## config.mk

```make
export PLATFORM = sky130hd
export DESIGN_NAME = time_set_control
export DESIGN_NICKNAME = d
export VERILOG_FILES = /design/src/rtl/time_set_control_pkg.sv /design/src/rtl/time_set_control_button_debounce.sv /design/src/rtl/time_set_control.sv
export SDC_FILE = /design/constraint.sdc
export NUM_CORES = 1
export LEC_CHECK = 0
export ABC_AREA = 1
export CORE_MARGIN = 4
export CORE_UTILIZATION = 57
export DETAILED_ROUTE_END_ITERATION = 8
export PLACE_DENSITY_LB_ADDON = 0.12
export RECOVER_POWER = 50
export SLEW_MARGIN = 20
export SYNTH_ARGS = -nofsm -noshare
export SYNTH_HDL_FRONTEND = slang
export SYNTH_HIERARCHICAL = 1
export SYNTH_SLANG_ARGS = --single-unit
```

## constraint.sdc

```tcl
create_clock -name clk -period 4.3 [get_ports clk]
set_clock_uncertainty 0.05 [all_clocks]
set_input_delay 0.43 -clock clk [delete_from_list [all_inputs] [get_ports clk]]
set_output_delay 0.43 -clock clk [all_outputs]
set_load 0.01 [all_outputs]
```

## src/rtl/time_set_control_pkg.sv

```systemverilog
// Shared constants for the front-panel path: mode encodings, digit positions,
// digit wrap limits, and the wrap-increment helper used when editing digits.
package time_set_control_pkg;

    typedef enum logic [1:0] {
        NORMAL_MODE    = 2'b00,
        CLOCK_SET_MODE = 2'b01,
        ALARM_SET_MODE = 2'b10
    } mode_t;

    localparam logic [2:0] POS_NONE   = 3'd0;
    localparam logic [2:0] POS_HOUR_T = 3'd1;
    localparam logic [2:0] POS_HOUR_O = 3'd2;
    localparam logic [2:0] POS_MIN_T  = 3'd3;
    localparam logic [2:0] POS_MIN_O  = 3'd4;
    localparam logic [2:0] POS_SEC_T  = 3'd5;
    localparam logic [2:0] POS_SEC_O  = 3'd6;

    localparam logic [3:0] HOUR_T_MAX    = 4'd2;
    localparam logic [3:0] HOUR_O_MAX    = 4'd9;
    localparam logic [3:0] HOUR_O_MAX_20 = 4'd3;
    localparam logic [3:0] TENS_MAX      = 4'd5;
    localparam logic [3:0] ONES_MAX      = 4'd9;

    // >= rather than == so an out-of-range captured digit still wraps to 0
    function automatic logic [3:0] inc_wrap(input logic [3:0] v, input logic [3:0] max);
        return (v >= max) ? 4'd0 : v + 4'd1;
    endfunction

endpackage

```

## src/rtl/time_set_control_button_debounce.sv

```systemverilog
// One button: 2-FF synchronizer, stability counter, one-cycle press pulse on
// an accepted 0->1 change. Press appears 2 + DEBOUNCE_CYCLES cycles after a clean edge.
module button_debounce #(
    parameter int DEBOUNCE_CYCLES = 20000,
    parameter int CNT_W           = 15
) (
    input  logic clk,
    input  logic rst_n,
    input  logic btn_raw,
    output logic press
);

    localparam logic [CNT_W-1:0] CNT_LAST = CNT_W'(DEBOUNCE_CYCLES - 1);

    logic             sync1_q, sync2_q;
    logic             level_q, level_d;
    logic [CNT_W-1:0] cnt_q, cnt_d;
    logic             press_q, press_d;

    always_comb begin
        level_d = level_q;
        cnt_d   = '0;
        press_d = 1'b0;
        if (sync2_q != level_q) begin
            if (cnt_q == CNT_LAST) begin
                level_d = sync2_q;
                press_d = sync2_q;
            end else begin
                cnt_d = cnt_q + 1'b1;
            end
        end
    end

    always_ff @(posedge clk or negedge rst_n) begin
        if (!rst_n) begin
            sync1_q <= 1'b0;
            sync2_q <= 1'b0;
            level_q <= 1'b0;
            cnt_q   <= '0;
            press_q <= 1'b0;
        end else begin
            sync1_q <= btn_raw;
            sync2_q <= sync1_q;
            level_q <= level_d;
            cnt_q   <= cnt_d;
            press_q <= press_d;
        end
    end

    assign press = press_q;

endmodule

```

## src/rtl/time_set_control.sv

```systemverilog
// Front-panel controller: debounced buttons drive the mode FSM, digit
// selection and digit editing; clock edits are pushed out with time_load.
module time_set_control
    import time_set_control_pkg::*;
#(
    parameter int DEBOUNCE_CYCLES = 20000,
    parameter int CNT_W           = 15
) (
    input  logic       clk,
    input  logic       rst_n,
    input  logic       btn_mode,
    input  logic       btn_shift,
    input  logic       btn_inc,
    input  logic [3:0] cur_sec_ones,
    input  logic [2:0] cur_sec_tens,
    input  logic [3:0] cur_min_ones,
    input  logic [2:0] cur_min_tens,
    input  logic [3:0] cur_hour_ones,
    input  logic [1:0] cur_hour_tens,
    output logic [1:0] mode,
    output logic [2:0] pos,
    output logic       clock_hold,
    output logic       time_load,
    output logic [3:0] set_sec_ones,
    output logic [2:0] set_sec_tens,
    output logic [3:0] set_min_ones,
    output logic [2:0] set_min_tens,
    output logic [3:0] set_hour_ones,
    output logic [1:0] set_hour_tens,
    output logic [1:0] alarm_hour_tens,
    output logic [3:0] alarm_hour_ones,
    output logic [2:0] alarm_minute_tens,
    output logic [3:0] alarm_minute_ones
);

    logic mode_p, shift_p, inc_p;

    button_debounce #(.DEBOUNCE_CYCLES(DEBOUNCE_CYCLES), .CNT_W(CNT_W)) u_db_mode (
        .clk(clk), .rst_n(rst_n), .btn_raw(btn_mode), .press(mode_p));
    button_debounce #(.DEBOUNCE_CYCLES(DEBOUNCE_CYCLES), .CNT_W(CNT_W)) u_db_shift (
        .clk(clk), .rst_n(rst_n), .btn_raw(btn_shift), .press(shift_p));
    button_debounce #(.DEBOUNCE_CYCLES(DEBOUNCE_CYCLES), .CNT_W(CNT_W)) u_db_inc (
        .clk(clk), .rst_n(rst_n), .btn_raw(btn_inc), .press(inc_p));

    mode_t      mode_q, mode_d;
    logic [2:0] pos_q, pos_d;
    logic       hold_q, hold_d, load_q, load_d;
    logic [1:0] s_ht_q, s_ht_d, a_ht_q, a_ht_d;
    logic [3:0] s_ho_q, s_ho_d, a_ho_q, a_ho_d;
    logic [2:0] s_mt_q, s_mt_d, a_mt_q, a_mt_d;
    logic [3:0] s_mo_q, s_mo_d, a_mo_q, a_mo_d;
    logic [2:0] s_st_q, s_st_d;
    logic [3:0] s_so_q, s_so_d;
    logic       edit_en;
    logic [3:0] e_ht, e_ho, e_mt, e_mo, e_st, e_so;

    always_comb begin
        mode_d  = mode_q;
        pos_d   = pos_q;
        hold_d  = hold_q;
        load_d  = 1'b0;
        s_ht_d  = s_ht_q;  s_ho_d = s_ho_q;  s_mt_d = s_mt_q;
        s_mo_d  = s_mo_q;  s_st_d = s_st_q;  s_so_d = s_so_q;
        a_ht_d  = a_ht_q;  a_ho_d = a_ho_q;  a_mt_d = a_mt_q;  a_mo_d = a_mo_q;
        edit_en = 1'b0;

        // Priority mode > shift > inc falls out of the if/else chains below
        case (mode_q)
            NORMAL_MODE: begin
                if (mode_p) begin
                    mode_d = CLOCK_SET_MODE;
                    pos_d  = POS_HOUR_T;
                    hold_d = 1'b1;
                    s_ht_d = cur_hour_tens;  s_ho_d = cur_hour_ones;
                    s_mt_d = cur_min_tens;   s_mo_d = cur_min_ones;
                    s_st_d = cur_sec_tens;   s_so_d = cur_sec_ones;
                end
            end
            CLOCK_SET_MODE: begin
                if (mode_p) begin
                    mode_d = ALARM_SET_MODE;
                    pos_d  = POS_HOUR_T;
                    hold_d = 1'b0;
                end else if (shift_p) begin
                    pos_d = (pos_q >= POS_SEC_O) ? POS_HOUR_T : pos_q + 3'd1;
                end else if (inc_p) begin
                    edit_en = 1'b1;
                end
            end
            ALARM_SET_MODE: begin
                if (mode_p) begin
                    mode_d = NORMAL_MODE;
                    pos_d  = POS_NONE;
                    hold_d = 1'b0;
                end else if (shift_p) begin
                    pos_d = (pos_q >= POS_MIN_O) ? POS_HOUR_T : pos_q + 3'd1;
                end else if (inc_p) begin
                    edit_en = 1'b1;
                end
            end
            default: begin
                mode_d = NORMAL_MODE;
                pos_d  = POS_NONE;
                hold_d = 1'b0;
            end
        endcase

        // Alarm and clock share one editor; hour/minute positions coincide
        if (mode_q == ALARM_SET_MODE) begin
            e_ht = {2'b0, a_ht_q}; e_ho = a_ho_q; e_mt = {1'b0, a_mt_q}; e_mo = a_mo_q;
        end else begin
            e_ht = {2'b0, s_ht_q}; e_ho = s_ho_q; e_mt = {1'b0, s_mt_q}; e_mo = s_mo_q;
        end
        e_st = {1'b0, s_st_q};
        e_so = s_so_q;

        if (edit_en) begin
            case (pos_q)
                POS_HOUR_T: begin
                    e_ht = inc_wrap(e_ht, HOUR_T_MAX);
                    if (e_ht == HOUR_T_MAX && e_ho > HOUR_O_MAX_20)
                        e_ho = HOUR_O_MAX_20;
                end
                POS_HOUR_O: e_ho = inc_wrap(e_ho, (e_ht == HOUR_T_MAX) ? HOUR_O_MAX_20 : HOUR_O_MAX);
                POS_MIN_T:  e_mt = inc_wrap(e_mt, TENS_MAX);
                POS_MIN_O:  e_mo = inc_wrap(e_mo, ONES_MAX);
                POS_SEC_T:  e_st = inc_wrap(e_st, TENS_MAX);
                POS_SEC_O:  e_so = inc_wrap(e_so, ONES_MAX);
                default: ;
            endcase

            if (mode_q == ALARM_SET_MODE) begin
                a_ht_d = e_ht[1:0]; a_ho_d = e_ho; a_mt_d = e_mt[2:0]; a_mo_d = e_mo;
            end else begin
                s_ht_d = e_ht[1:0]; s_ho_d = e_ho; s_mt_d = e_mt[2:0]; s_mo_d = e_mo;
                s_st_d = e_st[2:0]; s_so_d = e_so;
                load_d = 1'b1;
            end
        end
    end

    always_ff @(posedge clk or negedge rst_n) begin
        if (!rst_n) begin
            mode_q <= NORMAL_MODE;
            pos_q  <= POS_NONE;
            hold_q <= 1'b0;
            load_q <= 1'b0;
            s_ht_q <= '0; s_ho_q <= '0; s_mt_q <= '0;
            s_mo_q <= '0; s_st_q <= '0; s_so_q <= '0;
            a_ht_q <= '0; a_ho_q <= '0; a_mt_q <= '0; a_mo_q <= '0;
        end else begin
            mode_q <= mode_d;
            pos_q  <= pos_d;
            hold_q <= hold_d;
            load_q <= load_d;
            s_ht_q <= s_ht_d; s_ho_q <= s_ho_d; s_mt_q <= s_mt_d;
            s_mo_q <= s_mo_d; s_st_q <= s_st_d; s_so_q <= s_so_d;
            a_ht_q <= a_ht_d; a_ho_q <= a_ho_d; a_mt_q <= a_mt_d; a_mo_q <= a_mo_d;
        end
    end

    assign mode              = mode_q;
    assign pos               = pos_q;
    assign clock_hold        = hold_q;
    assign time_load         = load_q;
    assign set_hour_tens     = s_ht_q;
    assign set_hour_ones     = s_ho_q;
    assign set_min_tens      = s_mt_q;
    assign set_min_ones      = s_mo_q;
    assign set_sec_tens      = s_st_q;
    assign set_sec_ones      = s_so_q;
    assign alarm_hour_tens   = a_ht_q;
    assign alarm_hour_ones   = a_ho_q;
    assign alarm_minute_tens = a_mt_q;
    assign alarm_minute_ones = a_mo_q;

endmodule
```

==> metrics.cfg <==
[synthesis]
synth_edf_count=0
ys_seq_area_share_pct=42.16
ys_warn_count=6
synth_area_leaders=dfrtp_1, nand2_1, nor2_1
synth_top_area_share_pct=42.16
syn_area_um2=5758
async_flop_share_pct=100.0
synth_area_leader_cell=dfrtp_1
synthFlopType=dfrtp_1
synthDistinctLibCells=44
ys_seq_elements=97
syn_nets=786
syn_area_per_cell_um2=7.834
synthCells=735

[route]
first_pass_iters=5
dr.first_iter.drc_count=240
drt_wl_total_mm=12.91
drc=0
ant_nets=0
routedWlPerCell_um=13.76
via_per_inst=5.247
via_count=4922

[worst_setup_path]
r2r_slack_ns=0.98
critPathMaxFanout=20
r2r-end=set_sec_ones[0]$_DFFE_PN0P_
start_kind=flop
rr_worst_depth=9
r2r_start=mode[0]$_DFFE_PN0P_
cp.arrival_ns=3.59
critPathCaptureType=flop
worstPathRequired_ns=4.58
critical_path_class=flop to flop

[finish]
diodes=0
fillCellCount=861
syn_to_final_growth_pct=15.43
nets=851
drive_above_1_share_pct=9.193
mostFrequentLayoutCell=nand2_1
finalNonFillerCells=938
regArea_um2=2427
multiInputGateArea_um2=2880
layout_common_cells=nand2_1, dfrtp_1, nor2_1
post-route-util_pct=67.69

[power_and_ir_drop]
combinationalPowerShare_pct=4.1
p_seq_share_pct=59.8
p_int_uw=1166
power.density_nw_per_um2=233.4
vdd_ir_drop_max_uv=180.4
power.share.clock_pct=36.1
netSwitchingFraction_pct=24.83
p_leak_uw=0.002953
p_switching_uw=385.1

[hold_path]
min_to=u_db_inc/sync2_q$_DFF_PN0_
worstHoldPathCells=0
hp-start=u_db_inc/sync1_q$_DFF_PN0_
min_path_type=flop to flop

[timing]
slew_headroom_pct=-108.7
period_share_pct=77.13
finalSetupViolCount=0
hold_viol=0
fmax_mhz=301.5
period_needed_ns=3.317
totalNegativeSetupSlack_ns=0
grt_setup_unrepaired=false
worst_slew_pin_slew_ns=3.131
slew_viol_final=60

[cts]
post_cts_buffers=0
cts_sinks=97
cts_root_buf=clkbuf_8
cts_tree=done
h-tree-depth=3
clk_pin_slew_ns=0.10
hold_buffers=0
cts_resized=0
clockBufferDepth=2
numCtsBuffers=9
clock_latency_ns=0.38

[grt]
grt_pass1_wl_mm=21.94
antenna_found_initial=0
grt_pass1_vias=4816
grt_overflow=0
grt_use_total_pct=23.39
grt_max_degree=60

[die]
die_area_um2=11770
core_um2=9819
fp.dieH_um=108.5
pin_count=65
fp-row-count=36
start_util_pct=58.64
die_w_um=108.5

[outcome]
failed_checks=capacitance limit, slew limit
outcome=complete, but fails checks

[placement]
place.gp.congestion=0.9015
dp_hpwl_mm=9.534
portBuffers=64
dp.cells=922

[job]
max_cap_violations=1

-- synth_stat cells (all sizes together) (3+ instances only) --
library cell and n:
a21oi 19, a31oi 3, buf 9, dfrtp 97, ha 26, inv 94, nand2 199, nand3 50
nand4 12, nor2 111, nor3 23, nor3b 3, o211ai 4, o21a 5, o21ai 47, or2 4
xnor2 4, xor2 16
-- cells by family after synthesis --
logic type	after synthesis	synth area share [%]
AO/OA/AOI/OAI	84	8.801
XOR/XNOR	20	3.433
AND/OR/NAND/NOR	403	32.57
flip-flops	97	42.16
adder cells (fa/ha/maj)	26	5.650
buffers and inverters	105	7.388
-- power by group through the flow --
stage	Clock (uW)	Sequential, uW	Combinational, uW
5_1_grt	612	929	72.1
3_5_place_dp	0	946	66.6
3_3_place_gp	0	945	65.1
4_1_cts	571	928	66.9
6_report	560	928	63.2
2_1_floorplan	0	945	20.3
-- through the flow --
stage | worst slack, ns | total power (uW) | hold slack, ns | cell area (um^2)
final | 0.9835 | 1551 | 0.3029 | 6646
after global routing | 0.5880 | 1613 | 0.3033 | 6646
after CTS | 0.9924 | 1566 | 0.08243 | 6675
after detailed placement | 1.005 | 1013 | 0.2865 | 6497
after global placement | 1.105 | 1010 | 0.2859 | 6497
after floorplan | 2.085 | 965.0 | 0.08441 | 5758
-- cell type report --
type,instances,area share [%]
Multi-Input combinational cell,533,43.34
Sequential cell,97,36.52
Timing Repair Buffer,65,9.657
Inverter,94,5.309
Tap cell,133,2.504
Clock buffer,10,1.920
Clock inverter,6,0.7530
-- worst max-delay path, cell delays in order (launching register included) --
cell and delay, ns:
dfrtp_1 0.44, inv_1 0.11, ha_1 0.40, inv_2 0.33, nand4_1 0.80, inv_2 0.68
nand2_1 0.14, o21ai_0 0.18, nand2_1 0.06, nand2_1 0.06
-- per-layer routing --
layer	vias to the layer above	GRT usage [%]	routed length, um
met5	-	0	0
met4	0	7.394	166
met3	19	5.254	866
met2	136	39.50	6215
met1	2294	29.91	5659
li1	2473	-	-
-- worst max path at each step --
stage,slack (ns),endpoint,start,cells past startpoint
global route,0.59,set_sec_ones[0]$_DFFE_PN0P_,mode[0]$_DFFE_PN0P_,9
CTS,0.99,set_sec_ones[0]$_DFFE_PN0P_,mode[0]$_DFFE_PN0P_,9
floorplan,2.09,alarm_hour_ones[3]$_DFFE_PN0P_,mode[0]$_DFFE_PN0P_,16
detailed placement,1.01,set_sec_ones[0]$_DFFE_PN0P_,mode[0]$_DFFE_PN0P_,9
finish,0.98,set_sec_ones[0]$_DFFE_PN0P_,mode[0]$_DFFE_PN0P_,9
global placement,1.10,set_sec_ones[0]$_DFFE_PN0P_,mode[0]$_DFFE_PN0P_,9
-- registers in the layout, indices dropped and copies added (netlist names), 2 cells and up --
register           count
alarm_hour_ones        4
alarm_hour_tens        2
alarm_minute_ones      4
alarm_minute_tens      3
mode                   2
pos                    3
set_hour_ones          4
set_hour_tens          2
set_min_ones           4
set_min_tens           3
set_sec_ones           4
set_sec_tens           3
u_db_inc/cnt_q        15
u_db_mode/cnt_q       15
u_db_shift/cnt_q      15
Note: power is estimated with default switching activity, not from simulation.
